`src/rtl/control_unit_pkg.sv`:
```
// Shared definitions for the multi-cycle control unit: opcodes, FSM states,
// write-data source codes and register bank destination codes.
package control_unit_pkg;

    typedef enum logic [2:0] {
        OP_NOP = 3'b000,
        OP_LDI = 3'b001,
        OP_ADD = 3'b010,
        OP_SUB = 3'b011,
        OP_MOV = 3'b100,
        OP_JMP = 3'b101,
        OP_JZ  = 3'b110,
        OP_HLT = 3'b111
    } opcodeT;

    typedef enum logic [2:0] {
        IDLE   = 3'd0,
        FETCH  = 3'd1,
        DECODE = 3'd2,
        EXEC   = 3'd3,
        HALT   = 3'd4
    } stateT;

    localparam logic [1:0] WR_SEL_IMM  = 2'b00;
    localparam logic [1:0] WR_SEL_ALU  = 2'b01;
    localparam logic [1:0] WR_SEL_REGA = 2'b10;
    localparam logic [1:0] WR_SEL_REGB = 2'b11;

    localparam logic [1:0] RB_DEST_A = 2'b00;
    localparam logic [1:0] RB_DEST_B = 2'b01;

    localparam logic ALU_ADD = 1'b0;
    localparam logic ALU_SUB = 1'b1;

endpackage

```
`src/rtl/control_unit_decoder.sv`:
```
// Combinational instruction decoder: turns the latched instruction word into
// register-write controls and branch/halt qualifiers for the sequencer.
module control_decoder
    import control_unit_pkg::*;
(
    input  logic [7:0] ir,
    output logic       writeEn,
    output logic [1:0] rbDest,
    output logic [1:0] wrSel,
    output logic       aluOp,
    output logic       isJump,
    output logic       isJz,
    output logic       isHalt
);

    opcodeT opcode;

    assign opcode = opcodeT'(ir[7:5]);

    // MOV copies the other register, so its source is the opposite of ir[4]
    always_comb begin
        writeEn = 1'b0;
        rbDest  = ir[4] ? RB_DEST_B : RB_DEST_A;
        wrSel   = WR_SEL_IMM;
        aluOp   = ALU_ADD;
        isJump  = 1'b0;
        isJz    = 1'b0;
        isHalt  = 1'b0;
        case (opcode)
            OP_NOP: ;
            OP_LDI: writeEn = 1'b1;
            OP_ADD: begin
                writeEn = 1'b1;
                wrSel   = WR_SEL_ALU;
                aluOp   = ALU_ADD;
            end
            OP_SUB: begin
                writeEn = 1'b1;
                wrSel   = WR_SEL_ALU;
                aluOp   = ALU_SUB;
            end
            OP_MOV: begin
                writeEn = 1'b1;
                wrSel   = ir[4] ? WR_SEL_REGA : WR_SEL_REGB;
            end
            OP_JMP: isJump = 1'b1;
            OP_JZ:  isJz   = 1'b1;
            OP_HLT: isHalt = 1'b1;
            default: ;
        endcase
    end

endmodule

```
`src/rtl/control_unit.sv`:
```
// Multi-cycle sequencer: fetches over req/ack, decodes, and drives the register
// bank write port and ALU op. Owns the program counter, IR and zero flag.
module control_unit
    import control_unit_pkg::*;
#(
    parameter int ADDR_W = 4,
    parameter int DATA_W = 8
) (
    input  logic              clk,
    input  logic              reset,
    input  logic              start,
    output logic              instr_req,
    input  logic              instr_ack,
    input  logic [DATA_W-1:0] instr_data,
    output logic [ADDR_W-1:0] pc_out,
    output logic              rb_write,
    output logic [1:0]        rb_dest,
    output logic [1:0]        wr_sel,
    output logic [DATA_W-1:0] imm_out,
    output logic              alu_op,
    input  logic              wr_data_zero,
    output logic              busy,
    output logic              halted
);

    stateT             state;
    stateT             nextState;
    logic [ADDR_W-1:0] pc;
    logic [DATA_W-1:0] ir;
    logic              zFlag;
    logic              reqReg;
    logic              rbWriteReg;
    logic [1:0]        rbDestReg;
    logic [1:0]        wrSelReg;
    logic              aluOpReg;
    logic [DATA_W-1:0] immReg;
    logic              ackTaken;
    logic              branchTaken;

    logic              decWriteEn;
    logic [1:0]        decRbDest;
    logic [1:0]        decWrSel;
    logic              decAluOp;
    logic              decIsJump;
    logic              decIsJz;
    logic              decIsHalt;

    control_decoder decoder (
        .ir      (ir[7:0]),
        .writeEn (decWriteEn),
        .rbDest  (decRbDest),
        .wrSel   (decWrSel),
        .aluOp   (decAluOp),
        .isJump  (decIsJump),
        .isJz    (decIsJz),
        .isHalt  (decIsHalt)
    );

    // An ack only counts while our own request is actually out
    assign ackTaken    = instr_ack && reqReg;
    assign branchTaken = decIsJump || (decIsJz && zFlag);

    always_ff @(posedge clk or posedge reset) begin
        if (reset) begin
            state <= IDLE;
        end else begin
            state <= nextState;
        end
    end

    always_comb begin
        nextState = state;
        case (state)
            IDLE:    if (start) nextState = FETCH;
            HALT:    if (start) nextState = FETCH;
            FETCH:   if (ackTaken) nextState = DECODE;
            DECODE:  nextState = EXEC;
            EXEC:    nextState = decIsHalt ? HALT : FETCH;
            default: nextState = IDLE;
        endcase
    end

    // Request follows the upcoming state so it is a clean flop output;
    // decode results are captured in DECODE and the strobe fires in EXEC.
    always_ff @(posedge clk or posedge reset) begin
        if (reset) begin
            pc         <= '0;
            ir         <= '0;
            zFlag      <= 1'b0;
            reqReg     <= 1'b0;
            rbWriteReg <= 1'b0;
            rbDestReg  <= RB_DEST_A;
            wrSelReg   <= WR_SEL_IMM;
            aluOpReg   <= ALU_ADD;
            immReg     <= '0;
        end else begin
            reqReg     <= (nextState == FETCH);
            rbWriteReg <= 1'b0;
            case (state)
                IDLE, HALT: begin
                    if (start) pc <= '0;
                end
                FETCH: begin
                    if (ackTaken) ir <= instr_data;
                end
                DECODE: begin
                    rbWriteReg <= decWriteEn;
                    rbDestReg  <= decRbDest;
                    wrSelReg   <= decWrSel;
                    aluOpReg   <= decAluOp;
                    immReg     <= {{(DATA_W-4){1'b0}}, ir[3:0]};
                end
                EXEC: begin
                    if (rbWriteReg) zFlag <= wr_data_zero;
                    if (branchTaken) begin
                        pc <= ADDR_W'(ir[3:0]);
                    end else if (!decIsHalt) begin
                        pc <= pc + 1'b1;
                    end
                end
                default: ;
            endcase
        end
    end

    assign instr_req = reqReg;
    assign pc_out    = pc;
    assign rb_write  = rbWriteReg;
    assign rb_dest   = rbDestReg;
    assign wr_sel    = wrSelReg;
    assign alu_op    = aluOpReg;
    assign imm_out   = immReg;
    assign busy      = (state == FETCH) || (state == DECODE) || (state == EXEC);
    assign halted    = (state == HALT);

endmodule

```
`config.mk`:
```
export PLATFORM = sky130hd
export DESIGN_NAME = control_unit
export DESIGN_NICKNAME = d
export VERILOG_FILES = /design/src/rtl/control_unit_pkg.sv /design/src/rtl/control_unit_decoder.sv /design/src/rtl/control_unit.sv
export SDC_FILE = /design/constraint.sdc
export NUM_CORES = 1
export LEC_CHECK = 0
export CORE_UTILIZATION = 50
export CTS_BUF_LIST = sky130_fd_sc_hd__clkbuf_8
export CTS_CLUSTER_DIAMETER = 100
export DETAILED_ROUTE_END_ITERATION = 6
export PLACE_DENSITY = 0.79
export SYNTH_ARGS = -nofsm -noshare
export SYNTH_HDL_FRONTEND = slang
export SYNTH_HIERARCHICAL = 1
export SYNTH_SLANG_ARGS = --single-unit
```
`constraint.sdc`:
```
create_clock -name clk -period 1.7 [get_ports clk]
set_input_delay 0.34 -clock clk [delete_from_list [all_inputs] [get_ports clk]]
set_output_delay 0.34 -clock clk [all_outputs]
set_load 0.1 [all_outputs]
```
==> flow_metrics.py, run 1 <==
metrics = {
    "outcome": {
        "status": "finished, final reports clean",
    },
    "grt": {
        "grt_overflow_total": 0,
        "grt_pass1_vias": 925,
        "grt_max_degree": 28,
        "grt.total_usage": 0.211,
        "grt_pass1_wl_mm": 4.05,
        "grt_antenna_before_repair": 0,
    },
    "place": {
        "numPortBuffers": 29,
        "place_hpwl_mm": 1.95,
        "gp_congestion": 0.807,
    },
    "yosys": {
        "synth.avg_cell_area_sq_um": 11.7,
        "syn_inst": 110,
        "ys_warn_count": 6,
        "netlist_area_sq_um": 1290,
        "synthDistinctLibCells": 27,
        "ys_top_cells_by_area": "dfrtp_1 52%, mux2_2 16%, buf_4 4.1%",
        "synth-seq-cells": 27,
        "yosysTopAreaCell": "dfrtp_1",
        "ys_seq_area_frac": 0.523,
        "synth.top_cell.area_share": 0.523,
    },
    "final_layout": {
        "fillCellCount": 164,
        "diodes": 0,
        "syn2layout_area_growth_pct": 42.8,
        "design.final.nets": 159,
        "drive_gt1_frac": 0.389,
    },
    "flow_run": {
        "max-cap-violations": 0,
    },
    "sta": {
        "setup_viol": 0,
        "rsz0062_at_grt": "no",
        "hold_viol": 0,
        "fmax_mhz": 625,
        "tns_ns": 0,
        "finClkSkew_ns": 0.00209,
        "final-max-slew-violation-count": 0,
        "period_share": 0.941,
        "period_minus_slack_ns": 1.60,
    },
    "setup_path": {
        "worstReg2RegEnd": "pc_out[0]",
        "criticalPathCategory": "reg2out",
        "cp_cell_sequence": "nor2_4 > nand2_1 > inv_1 > buf_12",
        "worstPathArrival_ns": 1.26,
        "endpoint_kind": "output port",
        "rrSetupSlack_ns": 0.11,
        "cp_top_family": "flip-flops",
        "path_buf_inv": 2,
        "r2r_start": "ir[7]",
        "r2r_cells": 5,
        "cpPeakStageDelay_ns": 0.47,
        "cpMaxStageDelayCell": "dfrtp_2",
        "worstPathMaxFanout": 4,
        "worstPathRequired_ns": 1.36,
        "cp-start-kind": "register",
    },
    "route": {
        "finalWirelength_mm": 2.60,
        "drt-initial-drc-count": 6,
        "avgViaCountPerCell": 5.25,
        "vias": 913,
        "drc_errors": 0,
        "ant_nets": 0,
        "wl_per_cell_microns": 14.9,
        "drt_pass1_iterations": 4,
    },
    "clocking": {
        "cts.sinks": 27,
        "numCtsBuffers": 3,
        "clockBufferDepth": 2,
        "cts_tree": "built",
        "path_clk_slew_ns": 0.09,
        "worstSkewPairLatency_ns": 0.27,
        "ctsHtreeMaxLevel": 1,
        "cts_hold_buf": 0,
        "cts_root_buf": "clkbuf_8",
    },
    "floorplanning": {
        "io_pins": 34,
        "core_area_sq_um": 2450,
        "die_h_microns": 52.8,
        "die_w_microns": 52.8,
        "rows": 18,
        "die_area_sq_um": 2790,
        "initial_core_util": 0.527,
    },
    "worst_hold_path": {
        "min_path_type": "in2async",
    },
}
==> cells by family (layout without fill, tap and decap cells) <==
| family | after synthesis | after routing | share of synthesized area |
|---|---|---|---|
| XOR/XNOR | 2 | 2 | 0.0136 |
| flip-flops | 27 | 27 | 0.523 |
| AND/OR/NAND/NOR | 28 | 28 | 0.140 |
| multiplexers | 19 | 19 | 0.165 |
| buffers and inverters | 14 | 45 | 0.0610 |
| other | 2 | 5 | 0.00581 |
| adder cells (fa/ha/maj) | 1 | 1 | 0.00968 |
| AO/OA/AOI/OAI | 17 | 17 | 0.0823 |
==> tightest hold or removal path: cells and delay by family <==
| kind | cells | cell delay, ns |
|---|---|---|
| buffers and inverters | 3 | 0.77 |
==> layer usage <==
layer	track usage	wire length, microns
met1	0.257	1080
met2	0.350	1340
met3	0.0319	106
met4	0.123	72
met5	0	0
==> Yosys cell counts <==
cell type / n
dfrtp_1: 27
mux2_2: 18
buf_4: 7
inv_1: 7
nor2_1: 7
a21oi_1: 5
nand2_1: 5
o21ai_0: 5
o2bb2ai_1: 3
a21o_1: 2
and2_1: 2
and3_2: 2
conb_1: 2
nand3_1: 2
nor3_1: 2
or2_2: 2
xnor2_1: 2
a32oi_1: 1
ha_1: 1
mux2i_1: 1
nand2b_4: 1
nand3b_1: 1
nor3_4: 1
nor3b_1: 1
nor3b_2: 1
nor3b_4: 1
o22ai_1: 1
==> cell usage in the layout (no fill, tap or decap), drive strengths merged <==
cell	count
a21o	2
a21oi	5
a32oi	1
and2	2
and3	2
buf	22
clkbuf	3
clkdlybuf4s50	12
conb	5
dfrtp	27
ha	1
inv	8
mux2	18
mux2i	1
nand2	5
nand2b	1
nand3	2
nand3b	1
nor2	7
nor3	3
nor3b	3
o21ai	5
o22ai	1
o2bb2ai	3
or2	2
xnor2	2
==> timing repair <==
action,CTS,global route
setup buffers,0,0
resized for setup,1,2
endpoints found under the setup margin,1,1
==> worst max path at each step <==
| stage | from | to | slack (ns) | depth (start not counted) |
|---|---|---|---|---|
| 4_1_cts | state[0] | halted | 0.03 | 4 |
| 3_5_place_dp | instr_ack | ir[4] | 0.02 | 5 |
| 2_1_floorplan | pc_out[1] | pc_out[2] | 0.004 | 5 |
| 5_1_grt | state[1] | halted | 0.01 | 4 |
| 3_3_place_gp | instr_ack | ir[6] | 0.05 | 5 |
| 6_report | state[0] | halted | 0.10 | 4 |
==> through the flow <==
step            util  instance area [sq um]  hold WS, ns  setup slack, ns  cells
2_1_floorplan      -                   1310        0.393          0.00387    113
3_3_place_gp   0.730                   1790        0.519           0.0508    170
3_5_place_dp   0.730                   1790        0.537           0.0192    170
4_1_cts        0.749                   1840        0.436           0.0339    174
5_1_grt        0.752                   1850        0.461           0.0132    174
6_report       0.752                   1850        0.422            0.101    174
==> sequential cells by signal, summed over array words and instances, names as in the netlist <==
signal	count
ir	8
state	3
imm_out	4
instr_req	1
wr_sel	2
rb_write	1
alu_op	1
rb_dest	2
pc_out	4
zFlag	1
==> layout make-up <==
type,count,area [sq um],area share
flip-flops and latches,27,679,0.368
multi-input cells,72,559,0.303
repair buffers,34,498,0.270
clock buffers,3,41.3,0.0224
well taps,30,37.5,0.0203
inverters,7,26.3,0.0142
clock inverters,1,3.75,0.00203
Power of run 1 is left out: the tool's default activity adds up to more than one toggle a clock period on the data nets, which glitch-free logic cannot reach.
==> run 2: changes to the inputs <==
--- a/config.mk
+++ b/config.mk
@@ -5,7 +5,9 @@
 export SDC_FILE = /design/constraint.sdc
 export NUM_CORES = 1
 export LEC_CHECK = 0
-export CORE_UTILIZATION = 50
+export CELL_PAD_IN_SITES_DETAIL_PLACEMENT = 0
+export CELL_PAD_IN_SITES_GLOBAL_PLACEMENT = 1
+export CORE_UTILIZATION = 39
 export CTS_BUF_LIST = sky130_fd_sc_hd__clkbuf_8
 export CTS_CLUSTER_DIAMETER = 100
 export DETAILED_ROUTE_END_ITERATION = 6
==> flow_metrics.py, run 2 (same netlist as run 1, synthesis figures left out) <==
metrics = {
    "outcome": {
        "status": "finished, final reports clean",
    },
    "final_layout": {
        "fillCellCount": 275,
        "syn2layout_area_growth_pct": 45.2,
        "design.final.nets": 158,
        "drive_gt1_frac": 0.399,
        "largest_reg_flops": 8,
        "multi_input_area_sq_um": 568,
        "largest_register": "ir",
        "seq_area_sq_um": 678,
        "diodes": 0,
        "layout_commonest_cell": "dfrtp_1",
        "layout_common_cells": "25 x dfrtp_1, 18 x mux2_2, 18 x buf_12",
    },
    "setup_path": {
        "worstPathArrival_ns": 1.27,
        "worstReg2RegEnd": "pc_out[3]",
        "cpPeakStageDelay_ns": 0.47,
        "worstPathMaxFanout": 4,
        "criticalPathCategory": "reg2out",
        "crit_end": "halted",
        "r2r_start": "ir[7]",
        "cp_cell_sequence": "nor2_4 > nand2_1 > inv_1 > buf_12",
        "cp-start-kind": "register",
        "worstPathRequired_ns": 1.36,
        "crit_path_start": "state[0]",
        "endpoint_kind": "output port",
        "cpMaxStageDelayCell": "dfrtp_1",
        "rrSetupSlack_ns": 0.17,
        "r2r_cells": 5,
    },
    "floorplanning": {
        "die_area_sq_um": 3550,
        "initial_core_util": 0.417,
        "die_h_microns": 59.6,
        "rows": 20,
        "die_w_microns": 59.6,
        "io_pins": 34,
        "core_area_sq_um": 3100,
    },
    "grt": {
        "grt.total_usage": 0.151,
        "grt_max_degree": 28,
        "grt_antenna_before_repair": 0,
        "grt_overflow_total": 0,
        "grt_pass1_wl_mm": 3.94,
        "grt_pass1_vias": 877,
    },
    "route": {
        "ant_nets": 0,
        "drc_errors": 0,
        "wl_per_cell_microns": 12.6,
        "finalWirelength_mm": 2.36,
        "vias": 906,
        "drt_pass1_iterations": 4,
        "drt-initial-drc-count": 29,
        "avgViaCountPerCell": 4.84,
    },
    "clocking": {
        "clockBufferDepth": 2,
        "cts.sinks": 27,
        "worstSkewPairLatency_ns": 0.27,
        "ctsHtreeMaxLevel": 1,
        "path_clk_slew_ns": 0.09,
        "cts_root_buf": "clkbuf_8",
        "cts_tree": "built",
        "numCtsBuffers": 3,
    },
    "place": {
        "place_hpwl_mm": 1.75,
        "numPortBuffers": 29,
        "gp_congestion": 0.763,
    },
    "sta": {
        "final-max-slew-violation-count": 0,
        "tns_ns": 0,
        "period_minus_slack_ns": 1.61,
        "finClkSkew_ns": 0.00131,
        "period_share": 0.947,
        "rsz0062_at_grt": "no",
        "fmax_mhz": 621,
        "hold_viol": 0,
        "setup_viol": 0,
    },
    "worst_hold_path": {
        "min_path_type": "in2async",
    },
    "flow_run": {
        "max-cap-violations": 0,
    },
}
[run 2: worst min-delay path by stage]
stage	start	endpoint	slack [ns]	depth (start not counted)
after floorplan	reset	alu_op	0.39	1
after global placement	ir[4]	ir[4]	0.52	1
after detailed placement	ir[0]	imm_out[0]	0.53	1
after CTS	reset	imm_out[3]	0.43	3
after global routing	reset	imm_out[3]	0.44	3
final	reset	imm_out[3]	0.43	3
[run 2: metal layers]
layer | vias to the layer above | wire length [microns] | global-route usage
met2 | 23 | 1180 | 0.249
met4 | 0 | 40 | 0.0532
met1 | 444 | 1060 | 0.191
met3 | 4 | 80 | 0.0415
met5 | - | 0 | 0
li1 | 435 | - | -
[run 2: worst max-delay path, delay by kind of cell, from the launching register on]
kind	cells	cell delay [ns]
DFF	1	0.47
buffers and inverters	2	0.28
and+or+nand+nor	2	0.25
[run 2: repair_timing]
item	CTS	global route
endpoints found under the setup margin	1	2
buffers inserted	0	0
hold buffers	0	0
resized for setup	1	3
pin swaps	0	0
[run 2: layout make-up]
cell class | count | area share
Sequential cell | 27 | 0.361
Multi-Input combinational cell | 72 | 0.303
Timing Repair Buffer | 33 | 0.268
Tap cell | 44 | 0.0293
Clock buffer | 3 | 0.0220
Inverter | 7 | 0.0140
Clock inverter | 1 | 0.00267
[run 2: stage by stage]
| step | instances | utilization | setup slack (ns) | hold WS (ns) | area [sq um] |
|---|---|---|---|---|---|
| after global placement | 183 | 0.585 | 0.0495 | 0.516 | 1810 |
| after detailed placement | 183 | 0.585 | 0.0179 | 0.531 | 1810 |
| after floorplan | 113 | - | 0.00387 | 0.393 | 1310 |
| after CTS | 187 | 0.600 | 0.0420 | 0.433 | 1860 |
| final | 187 | 0.605 | 0.0906 | 0.425 | 1880 |
| after global routing | 187 | 0.605 | 0.00185 | 0.438 | 1880 |
Power of run 2 is left out for the same reason.
==> run 3: changes to the inputs <==
--- a/config.mk
+++ b/config.mk
@@ -7,6 +7,7 @@
 export LEC_CHECK = 0
 export CELL_PAD_IN_SITES_DETAIL_PLACEMENT = 0
 export CELL_PAD_IN_SITES_GLOBAL_PLACEMENT = 1
+export CORE_MARGIN = 1
 export CORE_UTILIZATION = 39
 export CTS_BUF_LIST = sky130_fd_sc_hd__clkbuf_8
 export CTS_CLUSTER_DIAMETER = 100
==> results of run 3 <==
Final layout, timing and power as in run 2 (identical DEF).
Power of run 3 is left out for the same reason.
==> variant, RTL diff (flow settings as in run 2) <==
`ADDR_W`: 4 -> 3.
--- a/src/rtl/control_unit.sv
+++ b/src/rtl/control_unit.sv
@@ -5,3 +5,3 @@
 #(
-    parameter int ADDR_W = 4,
+    parameter int ADDR_W = 3,
     parameter int DATA_W = 8
Ports: changed (resized pc_out); port bits go from 34 to 33. No check against the original RTL was run, so the function may have changed too.
==> variant against run 2 <==
- routed wire length did not move
- synthesized area decreased by 0.97%
- die area fell by 0.94%
- cell area is 2.9% lower
- synthesized cell count down 1.8%
- non-clock buffer count decreased by 3
- sequential cell count fell by 1
- setup slack worse by 0.0078 ns
- critical path type unchanged
- largest cell class unchanged
Power is left out: the tool's default activity adds up to more than one toggle a clock period on the data nets, which glitch-free logic cannot reach.
==> variant: results (changes against run 2) <==
metric;value;unit;change
synth-seq-area-share;50.8;%;was 52.3%
fin_nets;151;;was 158
wirelength;2360;um;unchanged
yosys_warnings;6;;unchanged
r2r-end;pc_out[2];;was pc_out[3]
drive_gt1_share;39.7;%;was 39.9%
buffer_area_share;25.0;%;was 26.8%
ys.flop_type;dfrtp_1;;unchanged
clock_buffers;3;;unchanged
hpwl;1810;um;was 1750 um
cp_slowest_cell;dfrtp_1;;unchanged
dr_total_vias;877;;was 906
fin_skew;0.00738;ns;was 0.00131 ns
synth_edf_count;0;;unchanged
clockBufferDepth;2;;unchanged
status;finished, final reports clean;;unchanged
fill_cells;263;;was 275
clkCellAreaFrac;3.91;%;was 2.47%
n_all_inverters;7;;unchanged
ys_types;33;;was 27
largest_register;ir;;unchanged
largest_reg_flops;8;;unchanged
grt_util_all_layers;14.9;%;was 15.1%
clockRootBuffer;clkbuf_8;;unchanged
holdCritPathClass;primary input to async pin;;unchanged
r2r_slack;0.13;ns;was 0.17 ns
portBuffers;28;;was 29
r2r_cells;4;;was 5
clk_pin_slew;0.09;ns;about the same
worstReg2RegStart;ir[7];;unchanged
finalHoldViolCount;0;;unchanged
layout.comb_gates.multi_input;69;;was 72
multi_input_area;559;um2;was 568 um2
clock_latency;0.27;ns;about the same
n_antenna_cell;0;;unchanged
synth_async_sr_flop_share;100;%;unchanged
cp_slowest_stage_delay;0.49;ns;was 0.47 ns
antenna_found_initial;0;;unchanged
dp_slack;0.0505;ns;was 0.0179 ns
ctsHtreeMaxLevel;1;;unchanged
yosys-top-cells-count;dfrtp_1, mux2_2, inv_1;;was dfrtp_1, mux2_2, buf_4, inv_1, nor2_1
synthTopCellsByArea;dfrtp_1, mux2_2, buf_4;;unchanged
grt_max_degree;16;;was 28
gp_congestion;0.706;;was 0.763
ys_ff_latch;26;;was 27
first_global_vias;862;;was 877
buffers_excl_clock;30;;was 33
first_iter_violations;23;;was 29
regArea;654;um2;was 678 um2
first_pass_iters;4;;unchanged
grt_pass1_wl;3880;um;was 3940 um
crit_path_max_fanout;9;;was 4
## variant: metal layers
layer  vias to the layer above  share of wire, %  track usage, %
met4                         0                 0            5.78
met3                         0               6.4            3.49
li1                        419                 -               -
met2                        31                48            23.4
met1                       427                45            19.7
met5                         -                 0               0
## variant: repair_timing
| action | 4_1_cts | 5_1_grt |
|---|---|---|
| endpoints found under the setup margin | 0 | 4 |
| gates resized for setup | 0 | 5 |
| buffers inserted | 0 | 0 |
## variant: through the flow
stage / area [um2] / util [%] / instances / hold WS [ns]
after CTS: 1810 / 58.7 / 180 / 0.377
after detailed placement: 1730 / 56.3 / 176 / 0.500
after global placement: 1730 / 56.3 / 176 / 0.485
after global routing: 1820 / 59.2 / 180 / 0.411
final: 1820 / 59.2 / 180 / 0.375
after floorplan: 1300 / - / 111 / 0.380
## variant: kinds of logic (layout without fill, tap and decap cells)
logic type / Yosys count / after routing / synth area share, %
simple gates: 27 / 27 / 14.8
flops: 26 / 26 / 50.8
mux: 19 / 19 / 16.6
compound gates: 16 / 16 / 7.82
buf+inv: 16 / 41 / 7.72
other cells: 2 / 5 / 0.587
fa+ha+maj: 1 / 1 / 0.977
xor+xnor: 1 / 1 / 0.684
## variant: worst max-delay path by stage
stage | start | end | slack, ns
after CTS | state[0] | halted | 0.002
after detailed placement | start | pc_out[1] | 0.05
after global routing | state[1] | halted | 0.008
final | state[1] | halted | 0.08
after floorplan | instr_req | ir[0] | 0.0004
after global placement | start | pc_out[1] | 0.06
## variant: critical path: cells and delay by family (launching register included)
kind          cells  cell delay (ns)
flops             1             0.49
buf+inv           2             0.28
simple gates      2             0.24
